### src/rtl/parity_serial_tx.sv
// Purpose: frames a byte as start, 8 LSB-first data bits, parity and stop on one serial line.
// Latency: tx drops on the accept edge; frame is 11*CLKS_PER_BIT cycles, done pulses at its end.
// Backpressure: ready is high only in IDLE; valid is ignored while a frame is in flight.
module parity_serial_tx #(
    parameter int CLKS_PER_BIT = 4,
    parameter bit PARITY_ODD   = 1'b0
) (
    input  logic       clk,
    input  logic       rst,
    input  logic [7:0] data,
    input  logic       valid,
    output logic       ready,
    output logic       tx,
    output logic       busy,
    output logic       done
);

    localparam int CW = (CLKS_PER_BIT > 1) ? $clog2(CLKS_PER_BIT) : 1;
    localparam logic [CW-1:0] CNT_LAST = CW'(CLKS_PER_BIT - 1);

    typedef enum logic [2:0] {
        IDLE   = 3'd0,
        START  = 3'd1,
        DATA   = 3'd2,
        PARITY = 3'd3,
        STOP   = 3'd4
    } state_t;

    state_t        state;
    state_t        state_nxt;
    logic [CW-1:0] cnt;
    logic [2:0]    idx;
    logic [7:0]    shift;
    logic [7:0]    shift_nxt;
    logic          par_bit;
    logic          accept;
    logic          bit_end;
    logic          tx_nxt;
    logic          done_nxt;

    assign accept  = valid && (state == IDLE);
    assign bit_end = (cnt == CNT_LAST);
    assign ready   = (state == IDLE);
    assign busy    = (state != IDLE);

    always_ff @(posedge clk) begin
        if (rst) begin
            state <= IDLE;
        end else begin
            state <= state_nxt;
        end
    end

    always_comb begin
        state_nxt = state;
        case (state)
            IDLE:    if (accept)  state_nxt = START;
            START:   if (bit_end) state_nxt = DATA;
            DATA:    if (bit_end && (idx == 3'd7)) state_nxt = PARITY;
            PARITY:  if (bit_end) state_nxt = STOP;
            STOP:    if (bit_end) state_nxt = IDLE;
            default: state_nxt = IDLE;
        endcase
    end

    // tx is registered from the next state so each bit appears on the edge that starts it.
    always_comb begin
        shift_nxt = shift;
        if ((state == DATA) && bit_end) begin
            shift_nxt = {1'b0, shift[7:1]};
        end
        tx_nxt   = 1'b1;
        done_nxt = 1'b0;
        case (state_nxt)
            START:   tx_nxt = 1'b0;
            DATA:    tx_nxt = shift_nxt[0];
            PARITY:  tx_nxt = par_bit;
            default: tx_nxt = 1'b1;
        endcase
        if ((state == STOP) && bit_end) begin
            done_nxt = 1'b1;
        end
    end

    always_ff @(posedge clk) begin
        if (rst) begin
            cnt     <= '0;
            idx     <= 3'd0;
            shift   <= 8'd0;
            par_bit <= 1'b0;
            tx      <= 1'b1;
            done    <= 1'b0;
        end else begin
            tx   <= tx_nxt;
            done <= done_nxt;
            if (accept) begin
                cnt     <= '0;
                idx     <= 3'd0;
                shift   <= data;
                par_bit <= (^data) ^ PARITY_ODD;
            end else if (state != IDLE) begin
                cnt   <= bit_end ? '0 : cnt + 1'b1;
                shift <= shift_nxt;
                if ((state == DATA) && bit_end) begin
                    idx <= idx + 3'd1;
                end
            end
        end
    end

endmodule

### config.mk
export PLATFORM = sky130hd
export DESIGN_NAME = parity_serial_tx
export DESIGN_NICKNAME = d
export VERILOG_FILES = /design/src/rtl/parity_serial_tx.sv
export SDC_FILE = /design/constraint.sdc
export NUM_CORES = 1
export LEC_CHECK = 0
export ABC_AREA = 1
export BUFFER_PORTS_ARGS = -buffer_cell sky130_fd_sc_hd__buf_4
export CORE_ASPECT_RATIO = 1.4
export CORE_UTILIZATION = 31
export DETAILED_ROUTE_END_ITERATION = 16
export SLEW_MARGIN = 10
export SYNTH_ARGS = -nofsm -noshare
export SYNTH_HDL_FRONTEND = slang
export SYNTH_SLANG_ARGS = --single-unit
### constraint.sdc
create_clock -name clk -period 3.15 [get_ports clk]
set_input_delay 0.4725 -clock clk [delete_from_list [all_inputs] [get_ports clk]]
set_output_delay 0.4725 -clock clk [all_outputs]
set_load 0.05 [all_outputs]
Word-level counts from Yosys, hierarchy flattened
Cells that the tools add are included.
{"block": "classes", "n_eq_ne": 9, "n_addsub": 2, "n_reduce_logical": 12, "mux": 12}
{"cell": "$mux W8", "n": 3}
{"cell": "$mux W3", "n": 5}
{"cell": "$pmux W3 S5", "n": 1}
{"cell": "$eq A3 B2 Y1 const B", "n": 4}
{"cell": "$reduce_xor A8 Y1", "n": 1}
{"cell": "$eq A3 B1 Y1 const B", "n": 2}
{"cell": "$eq A3 B3 Y1 const B", "n": 2}
{"cell": "$logic_and A1 B1 Y1", "n": 4}
{"cell": "$reduce_and A2 Y1", "n": 2}
{"cell": "$reduce_bool A2 Y1", "n": 2}
{"cell": "$add A3 B1 Y3 const B", "n": 1}
{"cell": "$logic_not A3 Y1", "n": 1}
{"cell": "$pmux W1 S3", "n": 1}
{"cell": "$reduce_bool A3 Y1", "n": 1}
{"cell": "$add A2 B1 Y2 const B", "n": 1}
{"cell": "$eq A2 B2 Y1 const B", "n": 1}
{"cell": "$mux W2", "n": 1}
{"cell": "$reduce_or A2 Y1", "n": 1}
{"cell": "$mux W1", "n": 1}
{"block": "word_totals", "in_bits": 11, "ff_bits": 19, "output_inout_bits": 4}

Depth between registers and ports, before layout
Gate-level depths: netlist (run 1).
{"block": "depth", "ltp_word": 6, "mapped_depth": 10, "depth_no_buf": 10}

Worst setup path before layout (run 1)
Ideal clock, no wire load.
{"block": "synth_path", "kind": "register -> register", "from": "register state[0]", "to": "register shift[2]", "stages_incl_launch_ff": 11, "t_required_ns": 3.041, "period_less_slack_ns": 1.355, "n_path_buf": 0, "path_slack_ns": 1.795, "arrival_time_ns": 1.246, "setup_ns": 0.109, "path_cell_list": "dfxtp_1 inv_2 nand2_2 nor2_4 nand2_4 nand2_4 inv_4 nand2_2 nand3_1 nand2_1 inv_1"}
{"block": "synth_via", "elab_chain_len": 4}
{"element": "from (decl)", "line_no": "29", "source": "state_t state;"}
{"element": "from (signal assigned)", "line_no": "50", "source": "state <= state_nxt;"}
{"element": "$logic_not A3 Y1 *"}
{"element": "net ready", "line_no": "12", "source": "output logic ready,"}
{"element": "$logic_and A1 B1 Y1 *", "line_no": "41", "source": "assign accept = valid && (state == IDLE);"}
{"element": "$reduce_bool A2 Y1 (no source line)"}
{"element": "$reduce_and A2 Y1 (no source line)"}
{"element": "to (signal assigned)", "line_no": "99", "source": "shift <= data;"}
{"element": "to (signal assigned)", "line_no": "103", "source": "shift <= shift_nxt;"}
{"element": "to (decl)", "line_no": "33", "source": "logic [7:0] shift;"}
Mark *: on every way through the listed nets, which the timed path passes. The rest lies on a longest branch.
A chain may end at the register's enable or synchronous reset.

Worst setup path in the final report (run 1)
{"block": "layout_path", "from": "register state[0]", "to": "output busy"}
{"block": "layout_via", "elab_chain_len": 1}
{"element": "$reduce_bool A3 Y1", "line_no": "44", "source": "assign busy = (state != IDLE);"}
{"element": "to (decl)", "line_no": "14", "source": "output logic busy,"}
No other way between the ends.

==> results of run 1 <==
-- cells in the mapped netlist --
cell type,count
inv_4,1
inv_1,20
a31oi_1,1
or2_1,1
nor4_1,1
nand2_4,2
o21ai_0,5
a21oi_1,9
dfxtp_1,19
o211ai_1,3
nand2_2,6
nor2_2,1
nor2_1,14
nand2_1,52
xnor2_1,3
nand3_1,11
nand4_1,1
ha_1,3
inv_2,3
nor2_4,3
o21a_1,1
-- cells in the final DEF, fill, tap and decap left out, types with 2 or more instances in the layout --
cell type | netlist | routed
nand3_1 | 11 | 11
dfxtp_1 | 19 | 19
clkbuf_8 | 0 | 3
buf_4 | 0 | 14
nand2_1 | 52 | 52
nor2_4 | 3 | 3
inv_2 | 3 | 3
xnor2_1 | 3 | 3
nand2_4 | 2 | 2
o211ai_1 | 3 | 3
o21ai_0 | 5 | 5
nand2_2 | 6 | 6
ha_1 | 3 | 3
inv_1 | 20 | 20
a21oi_1 | 9 | 9
nor2_1 | 14 | 14
-- power breakdown --
| part | switching (mW) | internal (mW) | total, mW | leakage [nW] |
|---|---|---|---|---|
| clock | 0.0803 | 0.0879 | 0.168 | 0.0255 |
| sequential | 0.00802 | 0.253 | 0.261 | 0.156 |
| combinational | 0.0645 | 0.0388 | 0.103 | 0.453 |
-- logic make-up (layout without fill, tap and decap cells) --
logic type / count (synthesis) / count (layout)
simple gates: 92 / 92
buf+inv: 24 / 42
compound gates: 19 / 19
flops: 19 / 19
fa+ha+maj: 3 / 3
xor+xnor: 3 / 3
-- final timing paths --
path              slack (ns)  startpoint       end  depth (start not counted)
setup reg to reg        1.77      cnt[0]  shift[3]                          5
hold / removal          0.44         rst  shift[7]                          2
setup / recovery        1.48    state[0]      busy                          3
hold reg to reg         0.46    shift[5]  shift[5]                          2
-- critical path, cell delays in order, from the launching register on --
cell and delay (ns):
dfxtp_1 0.48, nor2_1 0.11, nand2_2 0.14, buf_4 0.22
-- state kept, by name, summed over array words and instances, names as in the netlist --
register,cells
par_bit,1
cnt,2
state,3
done,1
shift,8
tx,1
idx,3
-- layer usage --
layer  GRT usage [%]  routed length [um]
met5               0                   0
met4            9.01                  71
met3            1.91                  57
met2            24.4                1060
met1            16.8                 975
-- cell type report --
type	instances	area (um2)
multi-input combinational	117	592
timing repair buffer	14	105
fill	358	1920
tap	39	48.8
clock buffer	3	41.3
sequential	19	380
inverter	24	92.6
clock inverter	1	5.00
==> results.json, run 1 <==
{
  "status": "finished clean",
  "synth-compound-area-share_pct": 9.99,
  "routed_wl_mm": 2.16,
  "tightest_slew_ns": 0.292,
  "cts.clk_slew.worst_paths_ns": 0.07,
  "grt_pass1_vias": 955,
  "setup_ws_ns": 1.48,
  "die_h_um": 71.3,
  "drv_slew": 0,
  "irDropWorstVdd_v": 0.000144,
  "placed_cell_area_um2": 1220,
  "vias": 1006,
  "drt_first_iter_violations": 18,
  "grt_usage_pct": 14.5,
  "grt_max_degree": 12,
  "synth_top_family_by_area": "simple AND/OR/NAND/NOR gates",
  "numCtsBuffers": 3,
  "ctsResizeCount": 0,
  "final_antenna_net_count": 0,
  "antenna_found_initial": 0,
  "holdCritPathClass": "in2reg",
  "clockBufferDepth": 2,
  "syn_avg_cell_area_um2": 6.65,
  "arrival_ns": 1.20,
  "synthDistinctLibCells": 21,
  "clock_latency_ns": 0.26,
  "yosysTopAreaCell": "dfxtp_1",
  "synth-simple-area-share_pct": 39.6,
  "worstPathMaxFanout": 7,
  "cap_violations": 0,
  "final_cells": 217,
  "rsz0062_at_grt": "no",
  "ys_warn_count": 0,
  "start_util_pct": 33.5,
  "firstDrtPassIters": 4,
  "post-dp-hpwl_mm": 1.74,
  "wl_per_cell_um": 9.97,
  "area_growth_syn_to_layout_pct": 18.8,
  "setup-violations-final": 0,
  "postCtsSetupRepairBufs": 0,
  "synth_top_area_share_pct": 35.7,
  "hold_slack_ns": 0.445,
  "power.total_mw": 0.533,
  "hold_buffers": 0,
  "layout.nets": 193,
  "pin_count": 15,
  "cts_tree": "yes",
  "syn_inst": 160,
  "period_needed_ns": 1.67,
  "pre_cts_ws_ns": 1.76,
  "post-route-util_pct": 39.7,
  "skew_ns": 0.00355,
  "ys_ff_latch": 19,
  "synth.area.mux_share_pct": 0,
  "synth_nets": 174,
  "endpoint_kind": "primary output",
  "antenna_cells": 0,
  "p_per_area_nw_per_um2": 421,
  "die_w_um": 51.5,
  "dp.cells": 213,
  "dieArea_um2": 3680,
  "gp_congestion": 0.782,
  "post-route-period-util_pct": 53.1,
  "synth-xor-area-share_pct": 2.47,
  "seq_area_frac_synth_pct": 35.7,
  "start_kind": "flip-flop",
  "numClockSinks": 19,
  "synthTopCellsByArea": "dfxtp_1 36%, nand2_1 18%, inv_1 7.1%",
  "slew_headroom_pct": 80.5,
  "grt_pass1_wl_mm": 3.95,
  "num_rows": 24,
  "stdcell_area_um2": 1260,
  "drive_gt1_share_pct": 19.1,
  "design.core.area_um2": 3180,
  "vias_per_cell": 4.64,
  "grt_remaining_overflow": 0,
  "fmax_mhz": 598,
  "synth_fa_ha_area_share_pct": 3.53,
  "crit_required_ns": 2.68,
  "h-tree-depth": 1,
  "fin_tns_setup_ns": 0,
  "syn-cell-area_um2": 1060,
  "drc_errors": 0,
  "p_leak_nw": 0.634,
  "io_buffers": 14,
  "path_class": "reg2out",
  "hold_violations": 0,
  "root_buffer": "clkbuf_8"
}
No activity file was read; power rests on OpenSTA's default activity.
==> run 2, diff against run 1 <==
==> constraint.sdc (replaced) <==
create_clock -name clk -period 1.4 [get_ports clk]
set_input_delay 0.21 -clock clk [delete_from_list [all_inputs] [get_ports clk]]
set_output_delay 0.21 -clock clk [all_outputs]
set_load 0.05 [all_outputs]
==> run 2 against run 1 <==
Flip-flop and latch count is the same. Cell count grew 0.92%. Largest power group unchanged. Critical path depth grew 1.
==> results.json, run 2 (same netlist as run 1, synthesis figures left out) <==
{
  "combPwrFrac_pct": 20.4,
  "timing.rr.start": "cnt[0]",
  "post-dp-hpwl_mm": 1.76,
  "slew_headroom_pct": 83.0,
  "crit_family": "flip-flops",
  "hold_violations": 0,
  "crit_end": "ready",
  "numCtsBuffers": 3,
  "p_sw_share_pct": 28.4,
  "holdCritPathClass": "in2reg",
  "worstReg2RegEnd": "tx",
  "grt_max_degree": 12,
  "status": "finished clean",
  "hold_buffers": 0,
  "drc_errors": 0,
  "antenna_found_initial": 0,
  "top_regs": "shift (8), idx (3), state (3)",
  "fillers": 365,
  "vias_per_cell": 4.64,
  "drive_gt1_share_pct": 23.3,
  "antenna_cells": 0,
  "setup_ws_ns": 0.0588,
  "hold_slack_ns": 0.179,
  "p_leak_nw": 0.644,
  "path_depth": 4,
  "vias": 1017,
  "top_register": "shift",
  "numClockSinks": 19,
  "grt_remaining_overflow": 0,
  "gp_congestion": 0.746,
  "root_buffer": "clkbuf_8",
  "start_kind": "flip-flop",
  "ff2ff_path_depth": 8,
  "p_seq_share_pct": 48.8,
  "p_int_mw": 0.864,
  "crit_required_ns": 1.19,
  "cts_tree": "yes",
  "dieArea_um2": 3680,
  "wl_per_cell_um": 9.81,
  "start_util_pct": 33.5,
  "path_cells": "inv_2, nand2_2, nor2_4, buf_6",
  "reg2reg_slack_ns": 0.12,
  "period_needed_ns": 1.34,
  "p_per_area_nw_per_um2": 931,
  "routed_wl_mm": 2.15,
  "design.core.area_um2": 3180,
  "die_h_um": 71.3,
  "cap_violations": 0,
  "pin_count": 15,
  "area_growth_syn_to_layout_pct": 21.7,
  "io_buffers": 14,
  "cp_slowest_cell": "dfxtp_4",
  "cp_slowest_stage_delay_ns": 0.37,
  "clock_latency_ns": 0.26,
  "drt_first_iter_violations": 13,
  "path_class": "reg2out",
  "grt_pass1_vias": 954,
  "layout_common_cells": "52 x nand2_1, 20 x inv_1, 15 x dfxtp_1, 15 x buf_4, 13 x nor2_1",
  "cts.clk_slew.worst_paths_ns": 0.07,
  "power.switching_mw": 0.343,
  "drv_slew": 0,
  "grt_usage_pct": 14.1,
  "endpoint_kind": "primary output",
  "num_rows": 24,
  "placed_cell_area_um2": 1220,
  "post-route-period-util_pct": 95.8,
  "fmax_mhz": 746,
  "pre_cts_ws_ns": 0.0655,
  "firstDrtPassIters": 4,
  "grt_pass1_wl_mm": 3.93,
  "setup-violations-final": 0,
  "clockBufferDepth": 2,
  "tightest_slew_ns": 0.255,
  "startpoint": "state[0]",
  "stdcell_area_um2": 1300,
  "h-tree-depth": 1,
  "final_common_cell": "nand2_1",
  "min-delay-start": "rst",
  "final_antenna_net_count": 0,
  "arrival_ns": 1.13,
  "worstPathMaxFanout": 7,
  "largest_register_ffs": 8,
  "layout.nets": 195,
  "skew_ns": 0.00842,
  "cp_num_buf_inv": 2,
  "irDropWorstVdd_v": 0.000506,
  "die_w_um": 51.5,
  "p_clk_share_pct": 30.8
}
## run 2: worst register-to-register path, cell delays in order (launching register included)
cell and delay [ns]:
dfxtp_1 0.36, ha_2 0.26, nand2_1 0.07, nor2_1 0.15
inv_1 0.06, nand3_1 0.08, nand2_1 0.07, nand2_1 0.07
nand3_1 0.06
## run 2: worst min path at each step
stage	endpoint	depth (start not counted)
2_1_floorplan	shift[7]	1
3_3_place_gp	shift[5]	2
3_5_place_dp	shift[5]	2
4_1_cts	shift[7]	2
5_1_grt	state[2]	2
6_report	state[2]	2
## run 2: final cells by class
cell class / count / area [um2] / share of cell area [%]
inverter: 24 / 92.6 / 7.14
tap: 39 / 48.8 / 3.76
multi-input combinational: 117 / 597 / 46.0
sequential: 19 / 388 / 29.9
clock buffer: 3 / 41.3 / 3.19
clock inverter: 1 / 5.00 / 0.386
timing repair buffer: 16 / 124 / 9.56
## run 2: per-layer routing
layer  vias to the layer above  GRT usage, %  wire, um  part of all wire (%)
li1                        539             -         -                     -
met5                         -             0         0                     0
met3                         5          1.91        93                   4.3
met1                       449          17.3       911                    42
met4                         0          6.91        49                   2.3
met2                        24          23.7      1090                    51
## run 2: what timing repair did
action                                  CTS  global route
pin swaps                                 0             1
resized for setup                         2             6
gates cloned                              0             0
setup buffers                             0             2
endpoints found under the setup margin    2             8
## run 2: power by group through the flow
stage          combinational (mW)  clock (mW)  sequential (mW)
2_1_floorplan               0.154           0            0.605
3_3_place_gp                0.232           0            0.600
3_5_place_dp                0.238           0            0.600
4_1_cts                     0.241       0.385            0.589
5_1_grt                     0.280       0.425            0.592
6_report                    0.246       0.372            0.588
## run 2: per-stage QoR
stage | total power, mW | std cells | TNS, ns | utilization [%]
finish | 1.21 | 219 | 0 | 40.7
global route | 1.30 | 219 | -0.00718 | 40.7
CTS | 1.21 | 217 | 0 | 39.9
detailed placement | 0.838 | 213 | 0 | 38.3
global placement | 0.831 | 213 | 0 | 38.3
floorplan | 0.759 | 160 | 0 | -
